### src/rtl/k_fft_pkg.sv
// Shared types and constants for the k_fft sequencer slice.
// Optional per-stage scaling is enabled by defining K_FFTCTRL_STAGE_SCALE_EN.
package k_fft_pkg;

    typedef enum logic [1:0] {
        IDLE  = 2'd0,
        RUN   = 2'd1,
        DRAIN = 2'd2,
        DONE  = 2'd3
    } k_fftctrl_state_t;

    localparam logic [1:0] SCALE_1       = 2'b00;
    localparam logic [1:0] SCALE_HALF    = 2'b01;
    localparam logic [1:0] SCALE_QUARTER = 2'b10;
    localparam logic [1:0] SCALE_EIGHTH  = 2'b11;

    // Reverse the low 'bits' bits of a sample index (bench helper).
    function automatic logic [11:0] k_bitrev(input logic [11:0] value, input int unsigned bits);
        logic [11:0] result;
        result = '0;
        for (int unsigned i = 0; i < bits; i++) begin
            result[bits-1-i] = value[i];
        end
        return result;
    endfunction

endpackage

### src/rtl/k_fftaddrgen.sv
// Combinational butterfly address map: (stage, butterfly) -> RAM pair and twiddle index.
// Part of the k_fftcontrol slice (option macro K_FFTCTRL_STAGE_SCALE_EN lives in the top).
module k_fftaddrgen
    import k_fft_pkg::*;
#(
    parameter int LOG2N = 5
) (
    input  logic [$clog2(LOG2N+1)-1:0] s,
    input  logic [LOG2N-2:0]           b,
    output logic [LOG2N-1:0]           rd_addr0,
    output logic [LOG2N-1:0]           rd_addr1,
    output logic [LOG2N-2:0]           tw_addr
);

    localparam int SW = $clog2(LOG2N+1);

    logic [LOG2N-1:0] b_ext;
    logic [LOG2N-1:0] half;
    logic [LOG2N-1:0] pos;
    logic [LOG2N-1:0] base;
    logic [LOG2N-2:0] pos_tw;
    logic [SW-1:0]    tw_shift;

    // Split b into group and in-group position, then spread groups by 2h.
    always_comb begin
        b_ext    = {1'b0, b};
        half     = LOG2N'(1) << s;
        pos      = b_ext & (half - 1'b1);
        base     = (b_ext >> s) << (s + 1'b1);
        rd_addr0 = base | pos;
        rd_addr1 = rd_addr0 + half;
        pos_tw   = pos[LOG2N-2:0];
        tw_shift = SW'(LOG2N-1) - s;
        tw_addr  = pos_tw << tw_shift;
    end

endmodule

### src/rtl/k_fftcontrol.sv
// In-place radix-2 DIT FFT sequencer: issues one butterfly per cycle, drains
// between stages and delays write-back addresses by BF_LAT cycles.
// Define K_FFTCTRL_STAGE_SCALE_EN to drive 'scaling' from the latched schedule.
module k_fftcontrol
    import k_fft_pkg::*;
#(
    parameter int LOG2N  = 5,
    parameter int BF_LAT = 2
) (
    input  logic                         clk,
    input  logic                         rst_n,
    input  logic                         start,
    input  logic [2*LOG2N-1:0]           scale_sched,
    output logic                         busy,
    output logic                         done,
    output logic                         rd_en,
    output logic [LOG2N-1:0]             rd_addr0,
    output logic [LOG2N-1:0]             rd_addr1,
    output logic [LOG2N-2:0]             tw_addr,
    output logic [1:0]                   scaling,
    output logic                         wr_en,
    output logic [LOG2N-1:0]             wr_addr0,
    output logic [LOG2N-1:0]             wr_addr1,
    output logic [$clog2(LOG2N+1)-1:0]   stage
);

    localparam int BW = LOG2N - 1;
    localparam int SW = $clog2(LOG2N + 1);
    localparam int DW = 4;

    k_fftctrl_state_t state_q, state_d;
    logic [SW-1:0]    s_q, s_d;
    logic [BW-1:0]    b_q, b_d;
    logic [DW-1:0]    drain_q, drain_d;
    logic             accept;

    logic [LOG2N-1:0] a0_d;
    logic [LOG2N-1:0] a1_d;
    logic [LOG2N-2:0] tw_d;
    logic [1:0]       scaling_d;

    logic [BF_LAT-1:0]            wr_en_pipe;
    logic [BF_LAT-1:0][LOG2N-1:0] wa0_pipe;
    logic [BF_LAT-1:0][LOG2N-1:0] wa1_pipe;

    // Sequencer state and stage/butterfly/drain counters.
    always_ff @(posedge clk or negedge rst_n) begin
        if (!rst_n) begin
            state_q <= IDLE;
            s_q     <= '0;
            b_q     <= '0;
            drain_q <= '0;
        end else begin
            state_q <= state_d;
            s_q     <= s_d;
            b_q     <= b_d;
            drain_q <= drain_d;
        end
    end

    // Next-state logic: walk butterflies, drain BF_LAT cycles after each stage.
    always_comb begin
        state_d = state_q;
        s_d     = s_q;
        b_d     = b_q;
        drain_d = drain_q;
        accept  = 1'b0;
        case (state_q)
            IDLE: begin
                if (start) begin
                    accept  = 1'b1;
                    s_d     = '0;
                    b_d     = '0;
                    state_d = RUN;
                end
            end
            RUN: begin
                if (b_q == {BW{1'b1}}) begin
                    state_d = DRAIN;
                    drain_d = '0;
                end else begin
                    b_d = b_q + 1'b1;
                end
            end
            DRAIN: begin
                if (drain_q == DW'(BF_LAT - 1)) begin
                    if (s_q != SW'(LOG2N - 1)) begin
                        s_d     = s_q + 1'b1;
                        b_d     = '0;
                        state_d = RUN;
                    end else begin
                        state_d = DONE;
                    end
                end else begin
                    drain_d = drain_q + 1'b1;
                end
            end
            DONE: begin
                state_d = IDLE;
            end
            default: begin
                state_d = IDLE;
            end
        endcase
    end

    k_fftaddrgen #(
        .LOG2N (LOG2N)
    ) u_addrgen (
        .s        (s_d),
        .b        (b_d),
        .rd_addr0 (a0_d),
        .rd_addr1 (a1_d),
        .tw_addr  (tw_d)
    );

`ifdef K_FFTCTRL_STAGE_SCALE_EN
    logic [2*LOG2N-1:0] sched_q;
    logic [2*LOG2N-1:0] sched_d;
    logic [2*LOG2N-1:0] sched_shifted;

    assign sched_d       = accept ? scale_sched : sched_q;
    assign sched_shifted = sched_d >> {s_d, 1'b0};
    assign scaling_d     = sched_shifted[1:0];

    // Hold the schedule captured when the transform was accepted.
    always_ff @(posedge clk or negedge rst_n) begin
        if (!rst_n) begin
            sched_q <= '0;
        end else begin
            sched_q <= sched_d;
        end
    end
`else
    logic unused_sched;

    assign unused_sched = ^{scale_sched, accept};
    assign scaling_d    = SCALE_1;
`endif

    // Registered outputs, computed from the upcoming state so they align with it.
    always_ff @(posedge clk or negedge rst_n) begin
        if (!rst_n) begin
            busy     <= 1'b0;
            done     <= 1'b0;
            rd_en    <= 1'b0;
            rd_addr0 <= '0;
            rd_addr1 <= '0;
            tw_addr  <= '0;
            scaling  <= SCALE_1;
            stage    <= '0;
        end else begin
            busy     <= (state_d == RUN) || (state_d == DRAIN);
            done     <= (state_d == DONE);
            rd_en    <= (state_d == RUN);
            rd_addr0 <= a0_d;
            rd_addr1 <= a1_d;
            tw_addr  <= tw_d;
            scaling  <= scaling_d;
            stage    <= s_d;
        end
    end

    // Write-back delay line matching the read plus datapath latency.
    always_ff @(posedge clk or negedge rst_n) begin
        if (!rst_n) begin
            wr_en_pipe <= '0;
            wa0_pipe   <= '0;
            wa1_pipe   <= '0;
        end else begin
            wr_en_pipe[0] <= rd_en;
            wa0_pipe[0]   <= rd_addr0;
            wa1_pipe[0]   <= rd_addr1;
            for (int i = 1; i < BF_LAT; i++) begin
                wr_en_pipe[i] <= wr_en_pipe[i-1];
                wa0_pipe[i]   <= wa0_pipe[i-1];
                wa1_pipe[i]   <= wa1_pipe[i-1];
            end
        end
    end

    assign wr_en    = wr_en_pipe[BF_LAT-1];
    assign wr_addr0 = wa0_pipe[BF_LAT-1];
    assign wr_addr1 = wa1_pipe[BF_LAT-1];

endmodule

### config.mk
export PLATFORM = sky130hd
export DESIGN_NAME = k_fftcontrol
export DESIGN_NICKNAME = d
export VERILOG_FILES = /design/src/rtl/k_fft_pkg.sv /design/src/rtl/k_fftaddrgen.sv /design/src/rtl/k_fftcontrol.sv
export SDC_FILE = /design/constraint.sdc
export NUM_CORES = 1
export LEC_CHECK = 0
export ABC_AREA = 1
export CORE_MARGIN = 10
export CORE_UTILIZATION = 52
export DETAILED_ROUTE_END_ITERATION = 8
export PLACE_DENSITY = 0.78
export SLEW_MARGIN = 20
export SYNTH_ARGS = -nofsm -noshare
export SYNTH_HDL_FRONTEND = slang
export SYNTH_SLANG_ARGS = --single-unit
### constraint.sdc
create_clock -name clk -period 4.41 [get_ports clk]
set_input_delay 1.1025 -clock clk [delete_from_list [all_inputs] [get_ports clk]]
set_output_delay 1.1025 -clock clk [all_outputs]
set_load 0.05 [all_outputs]
; Word-level counts from Yosys, hierarchy flattened
; Index checks and enable logic that the tools add are counted.
[word_totals]
regBits = 52
input_bits = 13
out_inout_bits = 33
wordCells = 60
[classes]
add_sub_neg = 7
eq_ne = 11
n_shift = 4
mux = 17
bitwise_logic = 2
reduce_logical = 4
[op_table]
columns = operator, n
row1 = 4-bit two-way mux, 6
row2 = 4-bit one-hot mux with 3 select lines, 1
row3 = 3-bit two-way mux, 3
row4 = 4-bit by 1-bit adder with 4-bit output (second input constant), 2
row5 = 2-bit equality test (second input constant), 4
row6 = 2-bit two-way mux, 4
row7 = 2-bit one-hot mux with 4 select lines, 1
row8 = 4-bit one-hot mux with 2 select lines, 1
row9 = 3-bit by 1-bit adder with 3-bit output (second input constant), 2
row10 = 3-bit one-hot mux with 2 select lines, 1
row11 = 5-bit adder, 1
row12 = 4-bit by 5-bit bitwise AND with 5-bit output, 1
row13 = 5-bit OR, 1
row14 = 1-bit by 3-bit left shift with 5-bit output (first input constant), 1
row15 = 5-bit by 3-bit left shift with 5-bit output, 1
row16 = 4-bit by 3-bit right shift with 5-bit output, 1
row17 = 5-bit by 1-bit subtractor with 5-bit output (second input constant), 1
row18 = 2-bit by 1-bit equality test with 1-bit output (second input constant), 2
row19 = 4-bit by 1-bit equality test with 1-bit output (second input constant), 1
row20 = 4-bit equality test (second input constant), 1
row21 = 2-bit inequality test (second input constant), 2
row22 = 4-bit by 3-bit left shift with 4-bit output, 1
row23 = 3-bit inequality test (second input constant), 1
row24 = 3-bit AND reduction, 1
row25 = 4 further kinds, 4

; Logic depth before layout (Yosys ltp)
[logic_depth]
ltp_word = 9
mapped_depth = 24
depth_no_buf = 24

; Cells and area by module
; Synthesis repeated with hierarchy kept, for this count alone.
[unflattened]
cells_unflattened = 283
area_unflattened_um2 = 2561.2
[by_module_without_submodules]
columns = module, n_inst, cells_per_inst, area_each_um2, seq_area_each_um2
row1 = k_fftcontrol, 1, 159, 1866.8, 1301.2
row2 = k_fftaddrgen, 1, 124, 694.4, 0.0

; Worst setup path before layout
; No wires, ideal clock.
[synth_path]
path_type = flip-flop to flip-flop
from = register, netlist name stage[0]
to = register rd_addr1[4]
setup_ns = 0.062
t_arrival_ns = 3.855
required_ns = 4.348
path_slack_ns = 0.492
path_stages_with_launch = 23
path_buffers = 0
synth_period_minus_slack_ns = 3.918
cell_sequence = dfrtp_1 > inv_1 > ha_1 > nand2_1 > nand3_4 > nand2_2 > nand2_1 > a21oi_4 > inv_2 > ha_1 > ha_1 > inv_1 > ha_1 > or2_1 > inv_1 > a21oi_2 > fa_1 > o21ai_0 > xor2_1 > inv_1 > nand4_1 > nand2_1 > inv_1
[synth_rtl]
columns = element, line
row1 = to (signal assigned), k_fftcontrol.sv:148  ; rd_addr1 <= '0;
row2 = to (signal assigned), k_fftcontrol.sv:157  ; rd_addr1 <= a1_d;
row3 = to (decl), k_fftcontrol.sv:18  ; output logic [LOG2N-1:0] rd_addr1,

; Worst setup path after layout
[layout_path]
from = input port start
to = register rd_addr1[4]
[layout_between]
elab_chain_cells = 7
word_cells_on_any_way = 12
classes_between = 3 x add/sub / 3 x shift / 4 x mux / 2 x bitwise
[layout_rtl]
columns = element, line
row1 = from (decl), k_fftcontrol.sv:12  ; input logic start,
row2 = 3-bit two-way mux *, k_fftcontrol.sv:70  ; if (start) begin
row3 = 3-bit one-hot mux with 2 select lines *, k_fftcontrol.sv:68  ; case (state_q)
row4 = via s_d[1], k_fftcontrol.sv:32  ; logic [SW-1:0] s_q, s_d;
row5 = 1-bit by 3-bit left shift with 5-bit output, k_fftaddrgen.sv:27  ; half = LOG2N'(1) << s;
row6 = 5-bit by 1-bit subtractor with 5-bit output, k_fftaddrgen.sv:28  ; pos = b_ext & (half - 1'b1);
row7 = 4-bit by 5-bit bitwise AND with 5-bit output, k_fftaddrgen.sv:28
row8 = 5-bit OR *, k_fftaddrgen.sv:30  ; rd_addr0 = base | pos;
row9 = via a0_d[0], k_fftcontrol.sv:37  ; logic [LOG2N-1:0] a0_d;
row10 = 5-bit adder *, k_fftaddrgen.sv:31  ; rd_addr1 = rd_addr0 + half;
row11 = via a1_d[4], k_fftcontrol.sv:38  ; logic [LOG2N-1:0] a1_d;
; Mark *: on every way through the listed nets, which the timed path passes. The rest lies on a longest branch.
; A chain may end at the register's enable or synchronous reset.

==> reports/qor.csv <==
stage,metric,value,unit
synthesis,synthesized cell area,2610,um^2
clock_tree,H-Tree Depth,2,
drt,DRT iter0 DRCs,176,
synthesis,Yosys top cell by area,dfrtp_1,
timing,Slew Limit Fails,0,
finish,nets,347,
timing,Layout Skew,0.00837,ns
timing,final period utilization,92.3,%
power_and_ir_drop,Clk network pwr share,18.2,%
setup_path,CP Launch Type,input port,
drt,DR WL/cell,13.3,um
place,dpl hpwl,3.90,mm
clock_tree,CTS Buffer Depth,2,
clock_tree,TritonCTS clock tree,built,
grt,first-pass GRT wire length,9.19,mm
floorplan,die height,90.8,um
drt,DRC viols,0,
timing,worst rel slew slack,56.9,%
finish,layout cells sized above 1,16.2,%
power_and_ir_drop,sequential share of power,41.0,%
place,port buffer count,33,
finish,# fillers,389,
clock_tree,Num Clock Sinks,52,
synthesis,"Async S/R FF share, synth",100,%
power_and_ir_drop,switching power share of the total,42.2,%
timing,final setup violation count,0,
synthesis,mean post-synth cell area,9.59,um^2
finish,cell area after layout,3130,um^2
clock_tree,Setup Buffers After CTS,0,
grt,vias in the first global route,1956,
synthesis,Synth Flop Type,dfrtp_1,
drt,drt pass-1 iters,4,
setup_path,data arrival time of the critical path,4.33,ns
synthesis,Cells after Synth,272,
synthesis,Post-synth EDFFs,0,
synthesis,synth warn,0,
timing,Fmax,246,MHz
place,Area after DPL,3030,um^2
clock_tree,worst skew pair latency,0.31,ns
synthesis,synth top area cells,"dfrtp_1 50%, ha_1 9.1%, nand2_1 6.9%, inv_1 5.0%, nand3_1 5.0%",
setup_path,CP max FO,4,
floorplan,placement row count,25,
drt,post-DR vias/cell,4.95,
run_status,status,completed,
synthesis,library cells used by synthesis,33,
synthesis,share of the synthesized area in the top cell type,49.9,%
place,routability-driven placement congestion ratio,0.917,
power_and_ir_drop,Comb pwr share,40.8,%
floorplan,Ports,46,
setup_path,WS Path Type,input port to flop,
grt,initial antenna violation count,0,
drt,DRT antenna net count,0,
grt,grt total ovfl,0,
synthesis,"top cells by count, synth","52 x dfrtp_1, 48 x nand2_1, 35 x inv_1, 26 x nand3_1, 19 x ha_1",
grt,pin count of the biggest net entering global routing,53,
grt,gr usage total,13.2,%
floorplan,die area,8250,um^2
clock_tree,register clock-pin slew on the reported worst setup and hold paths,0.10,ns
synthesis,Seq cells post-synth,52,
power_and_ir_drop,P_sw,663,uW
power_and_ir_drop,pwr dens,503,nW/um^2
power_and_ir_drop,Cell Int Power,909,uW
timing,Worst Tran Pin Value,0.646,ns
synthesis,"count leader, synth",dfrtp_1,
power_and_ir_drop,Leak,0.00157,uW
timing,final-report hold violation count,0,
setup_path,required time worst endpoint,4.67,ns
floorplan,Core ar.,4790,um^2
hold_path,worst min path class,flop to flop,
clock_tree,total CTS buffers,5,
drt,number of vias in the routed layout,1889,
timing,RSZ-0062 raised after global routing,no,
power_and_ir_drop,Max IR drop VDD,0.000202,V
drt,drt total wl,5.09,mm
timing,Period minus WS final,4.07,ns
finish,Area Overhead vs Synth,19.9,%
finish,antenna cells,0,
floorplan,Initial Utilization,54.5,%
clock_tree,clock root buffer,clkbuf_8,
synthesis,post-synthesis sequential area ratio,49.9,%
floorplan,Die X-Extent,90.8,um
setup_path,Worst Setup End Kind,flop,
job,maxcap violations,0,
finish,final core occ,65.4,%
-- area by class of cell --
class	count	area, um^2	area share [%]
Clock buffer	5	68.8	2.20
Clock inverter	3	27.5	0.880
Sequential cell	52	1300	41.6
Inverter	41	154	4.92
Multi-Input combinational cell	167	1060	34.0
Tap cell	67	83.8	2.68
Timing Repair Buffer	47	430	13.8
-- state kept, by name (all words and copies together) (netlist names) --
register and flops:
wr_addr0 5, drain_q 4, state_q 2, wr_en_pipe 2, rd_addr1 5, b_q 4
busy 1, wr_addr1 5, tw_addr 4, wa1_pipe 5, stage 3, rd_addr0 5
rd_en 1, done 1, wa0_pipe 5
-- power groups by stage --
stage	clock network, uW	registers [uW]	logic [uW]
CTS	294	645	647
finish	286	644	642
floorplan	0	778	347
detailed placement	0	655	645
global route	313	659	700
global placement	0	647	633
-- per-stage QoR --
step / setup WS (ns) / power, uW / hold slack, ns / setup TNS [ns] / cells
global placement: 0.0881 / 1280 / 0.332 / 0 / 374
floorplan: 0.492 / 1130 / 0.331 / 0 / 273
CTS: 0.285 / 1590 / 0.358 / 0 / 382
global route: 0.0295 / 1670 / 0.365 / 0 / 382
detailed placement: -0.0284 / 1300 / 0.336 / -0.0284 / 374
finish: 0.341 / 1570 / 0.356 / 0 / 382
-- metal layers --
metal,GRT usage [%],share of wire [%]
met2,21.3,47
met1,16.1,45
met5,0,0
met3,4.57,7.0
met4,4.44,1.8
-- layout by cell type, fill, tap and decap left out, drive strengths merged --
master / n
fa: 1
xor2: 4
nor3: 1
clkbuf: 5
nor2: 14
buf: 15
clkdlybuf4s50: 32
o21ai: 15
clkinvlp: 1
conb: 2
nand3b: 1
o31ai: 1
dfrtp: 52
or2: 1
nor4: 1
xnor2: 2
inv: 42
nand3: 27
nand2: 57
clkinv: 1
o21bai: 1
ha: 19
a21oi: 15
a21o: 1
nand4: 4
-- repair_timing --
action	4_1_cts	5_1_grt
hold buffers	0	0
resized for setup	0	1
setup endpoints to repair	0	1
-- critical path, stage by stage --
cell and delay, ns:
clkdlybuf4s50_1 0.45, nand2_1 0.12, a21oi_1 0.10, a21oi_4 0.18
inv_2 0.05, ha_1 0.23, ha_1 0.21, buf_4 0.14
a21oi_1 0.15, inv_1 0.10, o21ai_0 0.13, ha_1 0.25
inv_1 0.06, fa_1 0.38, o21ai_1 0.21, xor2_1 0.21
inv_1 0.06, nand4_1 0.09, nand2_1 0.06, inv_1 0.04
-- cells by family (layout without fill, tap and decap cells) --
family          Yosys count  in the layout  share of synthesized area (%)
simple gates            106            106                           20.8
buf+inv                  54             96                           9.54
flops                    52             52                           49.9
compound gates           33             33                           7.77
fa+ha+maj                20             20                           9.88
xor+xnor                  6              6                           2.01
other cells               1              2                          0.144
-- path summary, 6_finish.rpt --
| check | from | endpoint | slack, ns | cells after the start |
|---|---|---|---|---|
| worst max-delay path | start | rd_addr1[4] | 0.34 | 20 |
| worst min-delay path | wa1_pipe[3] | wr_addr1[3] | 0.36 | 0 |
| worst max register to register | stage[0] | rd_addr1[4] | 0.54 | 23 |
| worst min register to register | wa1_pipe[3] | wr_addr1[3] | 0.36 | 0 |
| max in group asynchronous | rst_n | wr_addr1[1] | 3.08 | 2 |
| min in group asynchronous | rst_n | stage[1] | 0.88 | 2 |
(Power assumes the default switching activity.)
